--- config.mk ---
export PLATFORM = sky130hd
export DESIGN_NAME = pipeline_hazard_ctrl
export DESIGN_NICKNAME = d
export VERILOG_FILES = /design/src/rtl/pipeline_hazard_ctrl_pkg.sv /design/src/rtl/pipeline_hazard_ctrl_load_use_detect.sv /design/src/rtl/pipeline_hazard_ctrl.sv
export SDC_FILE = /design/constraint.sdc
export NUM_CORES = 1
export LEC_CHECK = 0
export ABC_AREA = 1
export BUFFER_PORTS_ARGS = -buffer_cell sky130_fd_sc_hd__buf_4
export CORE_ASPECT_RATIO = 0.5
export CORE_MARGIN = 2
export CORE_UTILIZATION = 30
export DETAILED_ROUTE_END_ITERATION = 7
export GPL_TIMING_DRIVEN = 0
export PLACE_DENSITY_LB_ADDON = 0.3
export SLEW_MARGIN = 15
export SYNTH_ARGS = -nofsm -noshare
export SYNTH_HDL_FRONTEND = slang
export SYNTH_SLANG_ARGS = --single-unit
--- constraint.sdc ---
create_clock -name clk -period 2.3 [get_ports clk]
set_clock_uncertainty 0.1 [all_clocks]
set_input_delay 0.115 -clock clk [delete_from_list [all_inputs] [get_ports clk]]
set_output_delay 0.115 -clock clk [all_outputs]
set_load 0.005 [all_outputs]
--- src/rtl/pipeline_hazard_ctrl_pkg.sv ---
// Shared types and defaults for the pipeline stall/flush controller.
package pipe_ctrl_pkg;

    typedef enum logic {
        RUN      = 1'b0,
        MEM_WAIT = 1'b1
    } state_t;

    localparam logic [4:0] REG_X0       = 5'd0;
    localparam int         DEF_MAX_WAIT = 15;
    localparam int         DEF_CNT_W    = 32;

    // Wait counter must hold MAX_WAIT itself and is never narrower than 4 bits.
    function automatic int wait_width(input int max_wait);
        int w;
        w = $clog2(max_wait + 1);
        return (w < 4) ? 4 : w;
    endfunction

endpackage

--- src/rtl/pipeline_hazard_ctrl_load_use_detect.sv ---
// Flags a load in EX whose destination feeds an operand of the instruction in ID.
module load_use_detect
    import pipe_ctrl_pkg::*;
(
    input  logic [4:0] if_id_rs1,
    input  logic [4:0] if_id_rs2,
    input  logic [4:0] id_ex_rd,
    input  logic       id_ex_mem_read,
    output logic       loaduse
);

    assign loaduse = id_ex_mem_read && (id_ex_rd != REG_X0) &&
                     ((id_ex_rd == if_id_rs1) || (id_ex_rd == if_id_rs2));

endmodule

--- src/rtl/pipeline_hazard_ctrl.sv ---
// Stall/flush controller: memory-wait freeze with timeout, load-use bubbles,
// branch flushes, a saturating stall counter and a sticky memory-error flag.
module pipeline_hazard_ctrl
    import pipe_ctrl_pkg::*;
#(
    parameter int MAX_WAIT = DEF_MAX_WAIT,
    parameter int CNT_W    = DEF_CNT_W
) (
    input  logic             clk,
    input  logic             reset,
    input  logic [4:0]       IF_ID_rs1,
    input  logic [4:0]       IF_ID_rs2,
    input  logic [4:0]       ID_EX_rd,
    input  logic             ID_EX_MemRead,
    input  logic             EX_branch_taken,
    input  logic             EX_MEM_MemRead,
    input  logic             EX_MEM_MemWrite,
    input  logic             dmem_ready,
    output logic             dmem_req,
    output logic             PC_write,
    output logic             IF_ID_write,
    output logic             IF_ID_flush,
    output logic             ID_EX_hold,
    output logic             ID_EX_bubble,
    output logic             EX_MEM_hold,
    output logic             MEM_WB_bubble,
    output logic             mem_error,
    output logic [CNT_W-1:0] stall_count
);

    localparam int WAIT_W = wait_width(MAX_WAIT);

    state_t            state_q, state_d;
    logic [WAIT_W-1:0] wait_cnt_q, wait_cnt_d;
    logic              mem_error_q, mem_error_d;
    logic [CNT_W-1:0]  stall_count_q, stall_count_d;

    logic access, timeout, freeze, loaduse, stall_inc;

    load_use_detect u_load_use_detect (
        .if_id_rs1      (IF_ID_rs1),
        .if_id_rs2      (IF_ID_rs2),
        .id_ex_rd       (ID_EX_rd),
        .id_ex_mem_read (ID_EX_MemRead),
        .loaduse        (loaduse)
    );

    assign access    = EX_MEM_MemRead | EX_MEM_MemWrite;
    assign timeout   = (state_q == MEM_WAIT) && (wait_cnt_q == WAIT_W'(MAX_WAIT)) && !dmem_ready;
    assign freeze    = access && !dmem_ready && !timeout;
    assign stall_inc = freeze || (loaduse && !EX_branch_taken);

    assign dmem_req    = access;
    assign mem_error   = mem_error_q;
    assign stall_count = stall_count_q;

    // Freeze wins outright; a timeout only drops the result and lets branch/load-use act.
    always_comb begin
        PC_write      = 1'b1;
        IF_ID_write   = 1'b1;
        IF_ID_flush   = 1'b0;
        ID_EX_hold    = 1'b0;
        ID_EX_bubble  = 1'b0;
        EX_MEM_hold   = 1'b0;
        MEM_WB_bubble = 1'b0;
        if (freeze) begin
            PC_write      = 1'b0;
            IF_ID_write   = 1'b0;
            ID_EX_hold    = 1'b1;
            EX_MEM_hold   = 1'b1;
            MEM_WB_bubble = 1'b1;
        end else begin
            if (timeout) begin
                MEM_WB_bubble = 1'b1;
            end
            if (EX_branch_taken) begin
                IF_ID_flush  = 1'b1;
                ID_EX_bubble = 1'b1;
            end else if (loaduse) begin
                PC_write     = 1'b0;
                IF_ID_write  = 1'b0;
                ID_EX_bubble = 1'b1;
            end
        end
    end

    always_comb begin
        state_d       = state_q;
        wait_cnt_d    = wait_cnt_q;
        mem_error_d   = mem_error_q | timeout;
        stall_count_d = stall_count_q;
        case (state_q)
            RUN: begin
                if (freeze) begin
                    state_d    = MEM_WAIT;
                    wait_cnt_d = WAIT_W'(1);
                end
            end
            MEM_WAIT: begin
                // Ready, timeout or an abandoned access all end the wait.
                if (freeze) begin
                    wait_cnt_d = wait_cnt_q + 1'b1;
                end else begin
                    state_d    = RUN;
                    wait_cnt_d = '0;
                end
            end
            default: begin
                state_d    = RUN;
                wait_cnt_d = '0;
            end
        endcase
        if (stall_inc && (stall_count_q != {CNT_W{1'b1}})) begin
            stall_count_d = stall_count_q + 1'b1;
        end
    end

    always_ff @(posedge clk) begin
        if (reset) begin
            state_q       <= RUN;
            wait_cnt_q    <= '0;
            mem_error_q   <= 1'b0;
            stall_count_q <= '0;
        end else begin
            state_q       <= state_d;
            wait_cnt_q    <= wait_cnt_d;
            mem_error_q   <= mem_error_d;
            stall_count_q <= stall_count_d;
        end
    end

endmodule

==> results of run 1 <==
flip-flops by register name, indices dropped and copies added, names as in the netlist:
register and cells:
mem_error 1, stall_count 32, state_q 1, wait_cnt_q 4
area by class of cell:
cell class,count,area share (%)
clock inverters,1,0.149
repair buffers,63,14.1
flip-flops and latches,38,22.6
well taps,112,4.17
multi-input cells,310,46.3
clock buffers,7,4.24
inverters,56,6.25
plain buffers,11,2.12
power by group:
group	internal (uW)	switching, uW
clock network	430	269
logic	107	119
registers	675	20.6
synthesized netlist by cell type:
cell       n
nand2_1   99
nor2_1    70
nand3_1   41
inv_1     40
dfxtp_1   38
a21oi_1   28
inv_2     16
nand2_2   12
xor2_1     8
buf_2      7
nand4_1    7
nor2_2     7
nor3_1     7
nand3_2    6
nor2_4     6
xnor2_1    4
o21ai_0    3
buf_4      2
buf_6      2
ha_1       2
nand2_4    2
nand3_4    2
nand3b_1   2
nor3_2     2
and3_1     1
clkbuf_1   1
or2_2      1
per-layer routing:
layer / routed length, um / global-route usage, % / vias up
met3: 364 / 4.21 / 8
met4: 78 / 4.40 / 0
met1: 3220 / 19.6 / 1142
li1: - / - / 1438
met5: 0 / 0 / -
met2: 2730 / 23.3 / 49
through the flow:
stage	instances	setup WS (ns)	power, uW	hold WS, ns
global placement	590	0.363	936	0.233
finish	598	0.233	1620	0.0413
global route	598	0.0931	1700	0.0577
floorplan	416	0.578	837	0.0841
CTS	599	0.0361	1640	0.0361
detailed placement	590	0.347	939	0.233
cell families after synthesis:
kind of cell               synth area share, %
xor gates and xnor gates                  4.04
DFF                                       29.2
buffers and inverters                     11.0
and+or+nand+nor                           48.8
AOI/OAI and AO/OA                         5.96
adders and majority gates                0.961
worst max-delay path, stage by stage (launching register included):
cell and delay (ns):
dfxtp_1 0.32, ha_1 0.21, nand4_1 0.13, nor2_2 0.07, nor2_4 0.21, inv_2 0.08, nand2_4 0.20, inv_1 0.08
buf_4 0.13, buf_4 0.12
placed cells by master (no fill, tap or decap), drive strengths merged:
cell | synthesis | final
nor3 | 9 | 9
xor2 | 8 | 8
nor2 | 83 | 83
xnor2 | 4 | 4
nand3b | 2 | 2
ha | 2 | 2
dlygate4sd3 | 0 | 1
buf | 11 | 72
or2 | 1 | 1
a21oi | 28 | 28
nand4 | 7 | 7
o21ai | 3 | 3
dfxtp | 38 | 38
inv | 56 | 56
nand2 | 113 | 113
clkinv | 0 | 1
clkbuf | 1 | 8
and3 | 1 | 1
nand3 | 49 | 49
how the worst max path moves through the flow:
stage / from / to / cells after the start
floorplan: stall_count[0] / stall_count[2] / 11
global placement: stall_count[0] / stall_count[30] / 10
detailed placement: wait_cnt_q[0] / PC_write / 10
CTS: wait_cnt_q[0] / PC_write / 10
global route: wait_cnt_q[1] / PC_write / 9
finish: wait_cnt_q[0] / PC_write / 9
repair_timing:
item	4_1_cts	5_1_grt
endpoints found under the hold margin	5	0
endpoints found under the setup margin	0	1
hold buffers	1	0
gates resized for setup	0	0
==> flow_metrics.env, run 1 <==
export IMPL_time_the_final_worst_path_needs_with_i_o_delays_and_setup_ns=2.07
export IMPL_worst_endpoint_arrival_ns=1.85
export IMPL_first_iter_violations=161
export IMPL_dieArea_um2=9480
export IMPL_synth_distinct_cells=27
export IMPL_htree_num_levels=2
export IMPL_drc=0
export IMPL_static_leakage_power_uw=0.00160
export IMPL_half_perimeter_wire_length_of_the_detailed_placement_result_mm=5.04
export IMPL_routedWlPerCell_um=10.7
export IMPL_tritoncts="yes"
export IMPL_crit_path_max_fanout=18
export IMPL_cts_made_buffers=5
export IMPL_final_core_area_utilization_pct=41.0
export IMPL_crit_reg2reg_capture="stall_count[17]"
export IMPL_antenna_cells=0
export IMPL_design_core_area_um2=8200
export IMPL_ys_seq_area_share_pct=29.2
export IMPL_grt_start_max_net_pins=12
export IMPL_tightest_slew_ns=0.482
export IMPL_synth_warning_count=0
export IMPL_via_count=2637
export IMPL_wl_mm=6.40
export IMPL_holdCritPathClass="in2reg"
export IMPL_synth_area_per_cell_um2=6.26
export IMPL_maxCapViolations=0
export IMPL_netlist_top_cells_area="dfxtp_1, nand2_1, nor2_1"
export IMPL_achievable_frequency_mhz=484
export IMPL_setup_repair_after_global_routing_missed_its_margin="no"
export IMPL_reg2reg_setup_slack_ns=0.32
export IMPL_synth_fp_nets=440
export IMPL_placed_cell_area_um2=3210
export IMPL_whs_endpoint="mem_error"
export IMPL_flow_area_growth_from_synthesis_pct=29.1
export IMPL_synth_largest_area_cell="dfxtp_1"
export IMPL_firstDrtPassIters=4
export IMPL_number_of_global_route_vias_before_repair=2510
export IMPL_post_cts_setup_buffer_count=0
export IMPL_finish_instance_area_um2=3360
export IMPL_worst_slew_margin_rel_pct=67.9
export IMPL_crit_required_ns=2.09
export IMPL_post_route_cells_drive_above_1_share_pct=27.4
export IMPL_grt_overflow_total=0
export IMPL_final_max_slew_viol_count=0
export IMPL_initial_utilization_pct=31.7
export IMPL_end_kind="output port"
export IMPL_multi_input_area_um2=1560
export IMPL_path_clk_slew_ns=0.06
export IMPL_finalNetCount=509
export IMPL_r2r_start="wait_cnt_q[0]"
export IMPL_p_per_area_nw_per_um2=482
export IMPL_route_detailed_vias_per_inst=4.41
export IMPL_vdd_ir_drop_worst_v=0.000262
export IMPL_critPathLaunchType="flop"
export IMPL_total_track_usage_pct=14.8
export IMPL_netlist_area_um2=2600
export IMPL_netlist_instances=416
export IMPL_status="finished clean"
export IMPL_clkLatencyLatePin_ns=0.29
export IMPL_source_of_the_worst_hold_timing_path="dmem_ready"
export IMPL_antenna_found_initial=0
export IMPL_setup_viol=0
export IMPL_die_h_um=69.9
export IMPL_clock_path_buffers=2
export IMPL_yosys_area_top_type_share_pct=29.2
export IMPL_setup_total_negative_slack_ns=0
export IMPL_placement_rows=23
export IMPL_die_width_um=136
export IMPL_hold_depth=4
export IMPL_grt_first_pass_wirelength_mm=11.4
export IMPL_gp_congestion=0.859
export IMPL_clock_sinks=38
export IMPL_regArea_um2=761
export IMPL_clk_root_buffer_cell="clkbuf_16"
export IMPL_fillCellCount=916
export IMPL_worst_r2r_cell_count=10
export IMPL_ys_seq_elements=38
export IMPL_min_period_over_period_pct=89.9
export IMPL_antenna_violating_nets_post_route=0
export IMPL_num_io_pins=63
export IMPL_criticalPathCategory="reg2out"
export IMPL_placement_io_buffers=62
export IMPL_final_hold_violation_count=0
Power figures use the tool's default switching activity.
==> run 2, diff against run 1 <==
--- a/config.mk
+++ b/config.mk
@@ -13,6 +13,7 @@
 export DETAILED_ROUTE_END_ITERATION = 7
 export GPL_TIMING_DRIVEN = 0
 export PLACE_DENSITY_LB_ADDON = 0.3
+export SETUP_SLACK_MARGIN = 0.5
 export SLEW_MARGIN = 15
 export SYNTH_ARGS = -nofsm -noshare
 export SYNTH_HDL_FRONTEND = slang
==> run 2 against run 1 <==
Compared with the run above:
- combinational power is 20% higher
- global-route usage grew 0.89 points
- die area unchanged
- worst hold slack improved by 0.24 ns
- register-to-register slack improved by 0.16 ns
- clock power about the same
- count of clock-buffer cells in the layout did not move
- critical path depth increased by 2
- cell area up 14%
- flip-flop and latch count did not move
- routed wire length increased by 14%
- non-clock buffer count is 25 higher
- critical endpoint is now stall_count[16]
- highest routed layer unchanged
==> flow_metrics.env, run 2 (synthesis results as in run 1) <==
export IMPL_crit_reg2reg_capture="stall_count[16]"
export IMPL_placed_cell_area_um2=3210
export IMPL_setup_total_negative_slack_ns=0
export IMPL_fillCellCount=859
export IMPL_worst_hold_slack_ns=0.278
export IMPL_hold_depth=6
export IMPL_end_kind="flop"
export IMPL_achievable_frequency_mhz=548
export IMPL_critPathLaunchType="flop"
export IMPL_placement_io_buffers=62
export IMPL_via_count=2844
export IMPL_p_per_area_nw_per_um2=437
export IMPL_regArea_um2=785
export IMPL_holdCritPathClass="in2reg"
export IMPL_min_period_over_period_pct=79.3
export IMPL_gp_congestion=0.859
export IMPL_r2r_start="stall_count[1]"
export IMPL_total_track_usage_pct=15.7
export IMPL_final_hold_violation_count=0
export IMPL_placement_rows=23
export IMPL_met2_wirelength_mm=3.24
export IMPL_finish_instance_area_um2=3820
export IMPL_initial_utilization_pct=31.7
export IMPL_crit_required_ns=2.41
export IMPL_clock_sinks=38
export IMPL_antenna_found_initial=0
export IMPL_topRoutingLayerUsed="met4"
export IMPL_time_the_final_worst_path_needs_with_i_o_delays_and_setup_ns=1.82
export IMPL_multi_input_area_um2=1740
export IMPL_clk_root_buffer_cell="clkbuf_16"
export IMPL_finalNetCount=535
export IMPL_worst_endpoint_arrival_ns=1.93
export IMPL_routedWlPerCell_um=11.7
export IMPL_num_io_pins=63
export IMPL_number_of_global_route_vias_before_repair=2633
export IMPL_antenna_cells=0
export IMPL_setup_viol=0
export IMPL_tightest_slew_ns=0.491
export IMPL_tritoncts="yes"
export IMPL_leading_cell_types_in_the_layout_fill_and_taps_excluded="nand2_1, buf_4, nor2_1, inv_1, nand3_1"
export IMPL_static_leakage_power_uw=0.00177
export IMPL_die_h_um=69.9
export IMPL_status="finished clean"
export IMPL_clkLatencyLatePin_ns=0.28
export IMPL_met3_wl_um=468
export IMPL_die_width_um=136
export IMPL_half_perimeter_wire_length_of_the_detailed_placement_result_mm=5.04
export IMPL_design_core_area_um2=8200
export IMPL_route_layer_met1_wl_mm=3.48
export IMPL_reg2reg_setup_slack_ns=0.48
export IMPL_clock_path_buffers=2
export IMPL_final_max_slew_viol_count=0
export IMPL_grt_overflow_total=0
export IMPL_worst_slew_margin_rel_pct=67.2
export IMPL_antenna_violating_nets_post_route=0
export IMPL_flip_flop_count_of_the_largest_register_after_layout=32
export IMPL_post_route_cells_drive_above_1_share_pct=41.2
export IMPL_grt_first_pass_wirelength_mm=12.0
export IMPL_source_of_the_worst_hold_timing_path="dmem_ready"
export IMPL_cts_made_buffers=5
export IMPL_grt_start_max_net_pins=12
export IMPL_wl_mm=7.30
export IMPL_crit_path_max_fanout=5
export IMPL_worst_r2r_cell_count=11
export IMPL_route_detailed_vias_per_inst=4.56
export IMPL_first_iter_violations=153
export IMPL_setup_repair_after_global_routing_missed_its_margin="yes"
export IMPL_dieArea_um2=9480
export IMPL_layout_commonest_cell="nand2_1"
export IMPL_flow_area_growth_from_synthesis_pct=46.7
export IMPL_drc=0
export IMPL_criticalPathCategory="reg2reg"
export IMPL_maxCapViolations=0
export IMPL_path_clk_slew_ns=0.06
export IMPL_whs_endpoint="mem_error"
export IMPL_vdd_ir_drop_worst_v=0.000289
export IMPL_firstDrtPassIters=4
export IMPL_htree_num_levels=2
run 2: cell count changes in the layout (fill, tap and decap cells not counted), moves of 7 or more:
| cell | before | now |
|---|---|---|
| buf_4 | 64 | 85 |
| dfxtp_1 | 38 | 21 |
| dfxtp_2 | 0 | 16 |
| nand3_1 | 41 | 31 |
| nand3_2 | 6 | 16 |
| nand2_1 | 99 | 92 |
run 2: how the worst max path moves through the flow:
stage / from / end / slack (ns)
final: stall_count[1] / stall_count[16] / 0.48
after global routing: stall_count[1] / stall_count[16] / 0.38
after CTS: wait_cnt_q[1] / PC_write / 0.46
after detailed placement: wait_cnt_q[0] / PC_write / 0.35
after global placement: stall_count[0] / stall_count[30] / 0.36
after floorplan: stall_count[0] / stall_count[2] / 0.58
run 2: final cells by class:
| type | instances | share of cell area [%] |
|---|---|---|
| well taps | 112 | 3.67 |
| clock buffers | 7 | 3.74 |
| plain buffers | 12 | 2.72 |
| clock inverters | 1 | 0.131 |
| repair buffers | 87 | 18.1 |
| inverters | 56 | 5.64 |
| multi-input cells | 311 | 45.5 |
| flip-flops and latches | 38 | 20.6 |
run 2: critical path, cell delays in order, from the launching register on:
cell     delay, ns
dfxtp_4       0.37
ha_4          0.15
nand2_4       0.06
nor2_4        0.15
nand2_4       0.10
nor2_4        0.22
nand3_4       0.17
nand2_4       0.14
inv_4         0.04
nand3_2       0.06
nand2_1       0.04
nor2_1        0.13
run 2: metrics by stage:
| stage | util (%) | setup WS (ns) | total power, uW | cells |
|---|---|---|---|---|
| floorplan | - | 0.578 | 837 | 416 |
| global placement | 39.1 | 0.363 | 936 | 590 |
| detailed placement | 39.1 | 0.347 | 939 | 590 |
| CTS | 43.4 | 0.462 | 1660 | 612 |
| global route | 46.5 | 0.375 | 1750 | 624 |
| finish | 46.5 | 0.476 | 1670 | 624 |
run 2: power breakdown:
group	internal, uW	total, uW	switching [uW]
sequential	677	699	22.7
combinational	136	272	136
clock	430	699	269
total	1240	1670	427
run 2: repair_timing:
action,CTS,global route
hold endpoints to repair,5,0
setup endpoints to repair,32,37
cloned,2,1
pin swaps,9,24
hold buffers,1,0
gates resized for setup,20,63
setup buffers,11,11
run 2: layer usage:
metal / vias to the layer above / GRT usage (%)
met5: - / 0
met2: 66 / 24.3
met3: 11 / 4.79
met4: 0 / 5.44
li1: 1498 / -
met1: 1269 / 20.6
